===== config.mk =====
export PLATFORM = sky130hd
export DESIGN_NAME = radix2_divider
export DESIGN_NICKNAME = d
export VERILOG_FILES = /design/src/rtl/div_pkg.sv /design/src/rtl/div_step.sv /design/src/rtl/radix2_divider.sv
export SDC_FILE = /design/constraint.sdc
export NUM_CORES = 1
export LEC_CHECK = 0
export CORE_UTILIZATION = 50
export CTS_BUF_LIST = sky130_fd_sc_hd__clkbuf_8
export CTS_CLUSTER_DIAMETER = 200
export DETAILED_ROUTE_END_ITERATION = 10
export PLACE_DENSITY = 0.84
export SLEW_MARGIN = 10
export SYNTH_ARGS = -nofsm -noshare
export SYNTH_HDL_FRONTEND = slang
export SYNTH_SLANG_ARGS = --single-unit
export TNS_END_PERCENT = 5

===== constraint.sdc =====
create_clock -name clk -period 5.07 [get_ports clk]
set_input_delay 1.014 -clock clk [delete_from_list [all_inputs] [get_ports clk]]
set_output_delay 1.014 -clock clk [all_outputs]
set_load 0.05 [all_outputs]

===== src/rtl/div_pkg.sv =====
// Shared defaults and FSM state encoding for the radix-2 restoring divider.
package div_pkg;

    localparam int DVD_W_DEF = 32;
    localparam int DVS_W_DEF = 16;

    typedef enum logic [1:0] {
        IDLE = 2'd0,
        RUN  = 2'd1,
        DONE = 2'd2
    } div_state_t;

endpackage


===== src/rtl/div_step.sv =====
// One restoring division step: shift in a dividend bit, trial-subtract the divisor.
// Latency: combinational. Backpressure: none (pure function).
// The remainder entering a step is always < divisor, so the shifted value never exceeds DVS_W+1 bits.
module div_step
    import div_pkg::*;
#(
    parameter int DVS_W = DVS_W_DEF
) (
    input  logic [DVS_W:0]   rem_in,
    input  logic [DVS_W-1:0] divisor,
    input  logic             bit_in,
    output logic [DVS_W:0]   rem_out,
    output logic             q_bit
);

    logic [DVS_W+1:0] shifted;
    logic [DVS_W+1:0] dvs_ext;

    assign shifted = {rem_in, bit_in};
    assign dvs_ext = {2'b00, divisor};

    always_comb begin
        q_bit   = (shifted >= dvs_ext);
        rem_out = q_bit ? (DVS_W+1)'(shifted - dvs_ext) : (DVS_W+1)'(shifted);
    end

endmodule


===== src/rtl/radix2_divider.sv =====
// Unsigned radix-2 restoring divider, one quotient bit per cycle, MSB first.
// Latency: DVD_W cycles from acceptance (1 cycle for divisor 0 when DIV_ZERO_BYPASS_EN is defined).
// Backpressure: single operation in flight; result held in DONE until out_ready, in_ready only in IDLE.
module radix2_divider
    import div_pkg::*;
#(
    parameter int DVD_W = DVD_W_DEF,
    parameter int DVS_W = DVS_W_DEF
) (
    input  logic             clk,
    input  logic             rst,
    input  logic             in_valid,
    output logic             in_ready,
    input  logic [DVD_W-1:0] dividend,
    input  logic [DVS_W-1:0] divisor,
    output logic             out_valid,
    input  logic             out_ready,
    output logic [DVD_W-1:0] quotient,
    output logic [DVS_W-1:0] remainder,
    output logic             div_by_zero
);

    localparam int CNT_W = $clog2(DVD_W);
    localparam logic [CNT_W-1:0] LAST_STEP = CNT_W'(DVD_W - 1);

    div_state_t       state;
    logic [CNT_W-1:0] step_cnt;
    // Dividend bits shift out of the top while quotient bits shift in at the bottom.
    logic [DVD_W-1:0] work;
    logic [DVS_W-1:0] dvs;
    logic [DVS_W:0]   prem;
    logic [DVS_W-1:0] dvd_lo;
    logic             dz_op;

    logic [DVS_W:0]   nxt_rem;
    logic             q_bit;

    div_step #(.DVS_W(DVS_W)) u_step (
        .rem_in  (prem),
        .divisor (dvs),
        .bit_in  (work[DVD_W-1]),
        .rem_out (nxt_rem),
        .q_bit   (q_bit)
    );

    assign in_ready  = (state == IDLE);
    assign out_valid = (state == DONE);

    always_ff @(posedge clk or posedge rst) begin
        if (rst) begin
            state       <= IDLE;
            step_cnt    <= '0;
            work        <= '0;
            dvs         <= '0;
            prem        <= '0;
            dvd_lo      <= '0;
            dz_op       <= 1'b0;
            quotient    <= '0;
            remainder   <= '0;
            div_by_zero <= 1'b0;
        end else begin
            case (state)
                IDLE: begin
                    if (in_valid) begin
                        work     <= dividend;
                        dvs      <= divisor;
                        prem     <= '0;
                        step_cnt <= '0;
                        dvd_lo   <= dividend[DVS_W-1:0];
                        dz_op    <= (divisor == '0);
`ifdef DIV_ZERO_BYPASS_EN
                        if (divisor == '0) begin
                            state       <= DONE;
                            quotient    <= '1;
                            remainder   <= dividend[DVS_W-1:0];
                            div_by_zero <= 1'b1;
                        end else begin
                            state <= RUN;
                        end
`else
                        state <= RUN;
`endif
                    end
                end
                RUN: begin
                    work     <= {work[DVD_W-2:0], q_bit};
                    prem     <= nxt_rem;
                    step_cnt <= step_cnt + 1'b1;
                    if (step_cnt == LAST_STEP) begin
                        state <= DONE;
                        // Divide-by-zero results are forced rather than taken from the datapath.
                        if (dz_op) begin
                            quotient    <= '1;
                            remainder   <= dvd_lo;
                            div_by_zero <= 1'b1;
                        end else begin
                            quotient    <= {work[DVD_W-2:0], q_bit};
                            remainder   <= nxt_rem[DVS_W-1:0];
                            div_by_zero <= 1'b0;
                        end
                    end
                end
                DONE: begin
                    if (out_ready) begin
                        state <= IDLE;
                    end
                end
                default: state <= IDLE;
            endcase
        end
    end

endmodule


==> impl_metrics.csv <==
group,metric,value,unit
outcome,status,"complete, no violations",
layout,final_area,0.00826,sq mm
job,drv_cap,0,
drt,drtAntennaViolNets,0,
critical_path,cp_common_cell,"inv_1",
sta,tightestPinTransition,1000,ps
clock_tree,cts_tree,"done",
hold_path,holdCritPathClass,"reg2reg",
die,ios,103,
clock_tree,clkTransAtPathRegs,70,ps
global_routing,antenna_found_initial,0,
power_and_ir_drop,ir_worst_vdd,0.418,mV
synth,synth_fp_nets,833,
power_and_ir_drop,power,6.20,mW
synth,synth-seq-area-share,51.4,%
sta,period_share,63.1,%
critical_path,worstPathRequired,5380,ps
critical_path,crit_chain,"inv_1 > ha_1 > inv_1 > fa_1 > a21o_1 > a221oi_4 > a211oi_2 > or3_1 > mux2i_1 > o22ai_1",
synth,ys.flop_type,"dfrtp_1",
sta,finalSetupViolations,0,
drt,vias_per_cell,5.74,
die,rows,41,
sta,slew_headroom,32.9,%
layout,drive_above_1_share,6.53,%
power_and_ir_drop,p_per_area,750,mW/mm^2
synth,yosysTopAreaCell,"dfrtp_1",
global_routing,gr-total-overflow,0,
global_routing,grt_pass1_vias,5719,
drt,wirelength,16.9,mm
clock_tree,cts_resized,0,
global_routing,grt.total_usage,25.6,%
place,portBuffers,102,
drt,drc_errors,0,
hold_path,min-delay-start,"quotient[12]$_DFFE_PP0P_",
layout,diodes,0,
critical_path,critical_path_class,"reg2reg",
critical_path,cp.arrival,3510,ps
sta,drv_slew,0,
die,die_x,118,um
critical_path,crit_start,"work[31]$_DFFE_PP0P_",
synth,async_flop_share,100,%
critical_path,crit_fanout,17,
synth,yosysTopAreaCellShare,51.4,%
synth,synth_area_leaders,"dfrtp_1 (51%), nand2_1 (12%), o21ai_0 (6.8%), ha_1 (3.4%), nor2_1 (2.5%)",
critical_path,cp-start-kind,"flop",
synth,postSynthCellCount,762,
critical_path,reg2reg_from,"work[31]$_DFFE_PP0P_",
clock_tree,ctsHtreeMaxLevel,4,
sta,fin_skew,12.0,ps
synth,ys_ff_latch,138,
critical_path,cp_slowest_stage_delay,680,ps
sta,fmax,313,MHz
die,chipHeight,118,um
layout,synthToLayoutAreaGrowth,23.0,%
sta,rsz0062_at_grt,"false",
drt,post_drt_wl_per_cell,16.4,um
clock_tree,cts_buffers,17,
drt,drt_pass1_iterations,6,
drt,vias,5909,
clock_tree,cts_post_setup_buffers_inserted,0,
clock_tree,clock_path_buffers,2,
layout,fillers,1060,
die,start_util,52.1,%
drt,drt_iter0_drc,552,
synth,yosysWarnings,0,
die,core,0.0129,sq mm
critical_path,crit_path_end_kind,"flop",
layout,nNetsFinal,915,
sta,layout_min_cycle_time,3200,ps
sta,finalSetupTns,0,ps
synth,synth_area,0.00671,sq mm
synth,synth.distinct_cells,55,
clock_tree,root_buffer,"clkbuf_8",
global_routing,grt_pass1_wl,28.2,mm
layout,final_util,64.1,%
clock_tree,clock_latency,460,ps
synth,avgSynthCellArea,8.81,sq um
critical_path,critical_path.slowest_cell,"or3_1",
place,gp_congestion,0.906,
place,place_hpwl,11.1,mm
synth,synth_edf_count,0,
clock_tree,hold_buffers,0,
sta,hold_viol_final,0,
power_and_ir_drop,p_leak,3.84,nW
place,place_area,0.00784,sq mm
die,dieArea,0.0139,sq mm
clock_tree,clock_sinks,138,
global_routing,grt_max_degree,89,
final timing paths:
path                                             to  slack, ps  depth (start not counted)
setup reg to reg           remainder[3]$_DFFE_PP0P_       1870                         10
hold / removal             quotient[12]$_DFFE_PP0P_        470                          2
hold reg to reg            quotient[12]$_DFFE_PP0P_        470                          2
max in group asynchronous  quotient[10]$_DFFE_PP0P_       3120                          3
min in group asynchronous       dvs[12]$_DFFE_PP0P_       1090                          2
setup / recovery           remainder[3]$_DFFE_PP0P_       1870                         10
routing by layer:
layer / share of wire [%] / up-vias / wire, um / track usage [%]
met5: 0 / - / 0 / 0
met4: 2.1 / 0 / 354 / 9.54
met3: 5.6 / 32 / 944 / 6.10
met2: 48 / 239 / 8090 / 41.0
met1: 44 / 2841 / 7480 / 33.7
li1: - / 2797 / - / -
synth_stat cells (all sizes together), types with 4 or more instances:
master    n
ha       18
nor4      5
xnor2     5
nand4     4
o21ai    91
mux2i     9
nor3      8
a22oi    15
nand2   206
nor2     45
dfrtp   138
a211oi    4
and3      6
o21a      4
nand2b    7
a21oi    24
clkbuf   42
buf       8
inv      23
a21o      7
o22ai    11
nand3    17
a31oi    21
sequential cells by signal, indices dropped and copies added (netlist names):
signal and count:
div_by_zero 1, quotient 32, step_cnt 5, remainder 16, dvs 16, state 2
dz_op 1, prem 17, dvd_lo 16, work 32
power breakdown:
| group | internal [mW] | total, mW | switching [mW] |
|---|---|---|---|
| combinational | 1.26 | 3.31 | 2.04 |
| clock | 0.521 | 0.954 | 0.433 |
| sequential | 1.60 | 1.94 | 0.334 |
| total | 3.39 | 6.20 | 2.81 |
critical path, delay by kind of cell, from the launching register on:
kind                       cells  cell delay, ps
AOI/OAI and AO/OA              4             970
buffers and inverters          2             120
adders and majority gates      2             540
muxes                          1             350
and+or+nand+nor                1             680
DFF                            1             390
stage by stage:
| step | hold slack [ps] | worst slack, ps | instances |
|---|---|---|---|
| after global routing | 500 | 1710 | 1029 |
| final | 465 | 1870 | 1029 |
| after CTS | 473 | 1900 | 1029 |
| after floorplan | 437 | 360 | 762 |
| after detailed placement | 456 | 1920 | 997 |
| after global placement | 450 | 1990 | 997 |
cell type report:
cell class / count / area (sq um) / area share [%]
sequential: 138 / 3450 / 41.8
multi-input combinational: 551 / 2970 / 36.0
timing repair buffer: 113 / 1100 / 13.4
clock buffer: 20 / 275 / 3.33
tap: 172 / 215 / 2.61
clock inverter: 12 / 146 / 1.77
inverter: 23 / 91.3 / 1.11
cells in the final DEF (no fill, tap or decap), types with 6 or more instances in the layout:
| master | count |
|---|---|
| nand2_1 | 206 |
| dfrtp_1 | 138 |
| clkdlybuf4s50_1 | 102 |
| o21ai_0 | 91 |
| nor2_1 | 45 |
| a21oi_1 | 24 |
| inv_1 | 22 |
| a31oi_1 | 21 |
| clkbuf_8 | 20 |
| ha_1 | 18 |
| nand3_1 | 17 |
| a22oi_1 | 15 |
| o22ai_1 | 11 |
| buf_4 | 11 |
| mux2i_1 | 9 |
| nor3_1 | 8 |
| a21o_1 | 7 |
| nand2b_1 | 6 |
cells by family (layout without fill, tap and decap cells):
logic type / after synthesis / after routing / synth area share (%)
buffers and inverters: 73 / 168 / 4.38
AO/OA/AOI/OAI: 199 / 199 / 18.2
adder cells (fa/ha/maj): 19 / 19 / 3.65
XOR/XNOR: 8 / 8 / 1.04
AND/OR/NAND/NOR: 315 / 315 / 19.8
flip-flops: 138 / 138 / 51.4
multiplexers: 10 / 10 / 1.51
(Power assumes the default switching activity.)
==> RTL change: new RTL, same settings <==
Set the package constant `DVD_W_DEF` to 16 (it was 32).
--- a/src/rtl/div_pkg.sv
+++ b/src/rtl/div_pkg.sv
@@ -1,7 +1,7 @@
 // Shared defaults and FSM state encoding for the radix-2 restoring divider.
 package div_pkg;
 
-    localparam int DVD_W_DEF = 32;
+    localparam int DVD_W_DEF = 16;
     localparam int DVS_W_DEF = 16;
 
     typedef enum logic [1:0] {
Interface: changed (resized dividend and quotient); port bits go from 103 to 71. No check against the original RTL was run, so the function may have changed too.
==> RTL change against the unedited design <==
Design area shrank 24%. Synthesized cell count shrank 22%. Fmax shrank 2.5%. Clock skew grew 0.0039 ns. Worst setup slack lost 0.084 ns. Area after synthesis shrank 21%. Critical path depth grew 1. Via count shrank 22%. Critical path type unchanged. Sequential cell count shrank 33. Routed wire length shrank 26%.
Power is not shown: default switching activity piles up to over one toggle a cycle in this logic, so the estimate is an artifact.
==> RTL change: results (changes against the unedited design) <==
- The met3 capacity usage during global routing is 3.649% (-2.5 points).
* Routing usage on met1: 31.66% (-2.0 points)
- More flip-flops sit in one register than any other, and that register is prem.
- The half-perimeter wire length after detailed placement came to 8724 um (-22%).
- Mapped Nets: 652 (-22%)
* Share of async-settable or async-resettable flops after synthesis: 100.0% (unchanged)
* WL per Instance: 15.83 um (-3.5%)
- In this run the critical register-to-register path is captured at remainder[11].
- Delay of the slowest cell on the worst path: 0.65 ns (-0.03 ns)
- Master of the slowest instance on the critical path: o21ai_2
- The pin count of the biggest net entering global routing is 72 (-19%).
- Post-synth top cells: 151 x nand2_1, 105 x dfrtp_1, 73 x o21ai_0
- The total met3 wirelength after detailed routing came to 709 um (-25%).
- Synth unique cells: 55 (unchanged)
- The vias after detailed routing came to 4,599 (-22%).
- Post-route met1 wirelength: 5326 um (-29%)
* Cell types occupying the most area after synthesis: dfrtp_1 49%, nand2_1 11%, o21ai_0 6.9%
- The sequential area share after synthesis was 49.33% (-2.1 points).
- Clock root cell: clkbuf_8
- Reg2reg path depth: 11 (+1)
- Largest driver fanout on the critical path: 19 (+2)
- Drt initial violations: 315 (-43%)
- The final-layout fill cell count was 862 (-19%).
* GR met2 Demand/Resource: 39.33% (-1.7 points)
- The insertion delay to the later sink of the worst-skew pair came to 0.38 ns (-0.08 ns).
- Status: complete, no violations
* Worst Min Path Start: quotient[14]
- Tracing the worst setup path back leads to its startpoint at work[15].
- The instance area after placement is 6096 um2 (-22%).
* 1st-pass router iterations: 5 (-1)
- The placer's final routability congestion estimate was 0.8921 (-1.6%).
- The share of post-route cells with drive strength above 1 came to 5.640% (-0.89 points).
- For hold timing, the worst endpoint is quotient[14].
- The buffer depth of the longest clock path came to 2 (unchanged).
- The CTS H-tree depth is 3 (-1).
* Final Skew: 0.01588 ns (+0.003866 ns)
- Number of CTS-inserted buffers: 9 (-8)
- The global routing usage summed across all routing layers is 23.85% (-1.8 points).
- On the critical path the largest part of the delay comes from compound AO/OA/AOI/OAI gates.
- Port Buf Inserts: 70 (-31%)
- The diode insertion count for antenna repair is 0 (unchanged).
- The measured slew at the worst slew-check pin was 1.121 ns (+0.1164 ns).
- First-pass GRT wire length: 21,110 um (-25%)
- The via count of the first global-routing pass was 4,528 (-21%).
- The post-CTS clock slew at the launch and capture registers of the worst setup and hold paths came to 0.11 ns (+0.04 ns).
* Internal reg-to-reg setup slack: 1.79 ns (-0.08 ns)
* Arrival time of the worst setup path: 3.52 ns (about the same)
- Net total in the final layout: 705 (-23%)
- Routed wire length on met2: 6215 um (-23%)
RTL change: cell types whose count changed after synthesis, sizes merged, moves of 5 or more:
cell	unedited run	this run
nand3	17	22
o21a	4	10
clkbuf	42	25
nor2	45	19
nand2	206	151
a21oi	24	29
a31oi	21	7
and3	6	1
o22ai	11	1
dfrtp	138	105
o21ai	91	76
RTL change: cell families after synthesis:
group	after synthesis	share of synthesized area, %
XOR/XNOR	8	1.316
flip-flops	105	49.33
adder cells (fa/ha/maj)	18	4.369
AO/OA/AOI/OAI	166	18.82
buffers and inverters	58	4.557
AND/OR/NAND/NOR	225	18.04
multiplexers	18	3.570
RTL change: worst register-to-register path, stage by stage, from the launching register on:
cell and delay [ns]:
dfrtp_1 0.41, inv_1 0.09, ha_1 0.17, inv_1 0.05
fa_1 0.43, a211oi_2 0.31, o21ai_1 0.17, a41o_1 0.31
o21ai_2 0.65, a31oi_1 0.14, a211oi_1 0.28, o21ai_0 0.14
RTL change: cell type report:
type	instances	area [um2]	area share, %
well taps	136	170.2	2.699
inverters	24	92.59	1.469
clock buffers	9	123.9	1.965
multi-input cells	435	2462	39.06
repair buffers	76	745.7	11.83
flip-flops and latches	105	2628	41.67
clock inverters	7	82.58	1.310
RTL change: stage by stage:
step | cells | hold WS, ns | setup slack, ns | utilization, %
after floorplan | 598 | 0.4374 | 1.295 | -
after global placement | 776 | 0.4533 | 2.080 | 59.05
after detailed placement | 776 | 0.4556 | 1.911 | 59.05
after CTS | 792 | 0.4840 | 1.810 | 61.05
after global routing | 792 | 0.5153 | 1.620 | 61.07
final | 792 | 0.4792 | 1.787 | 61.07
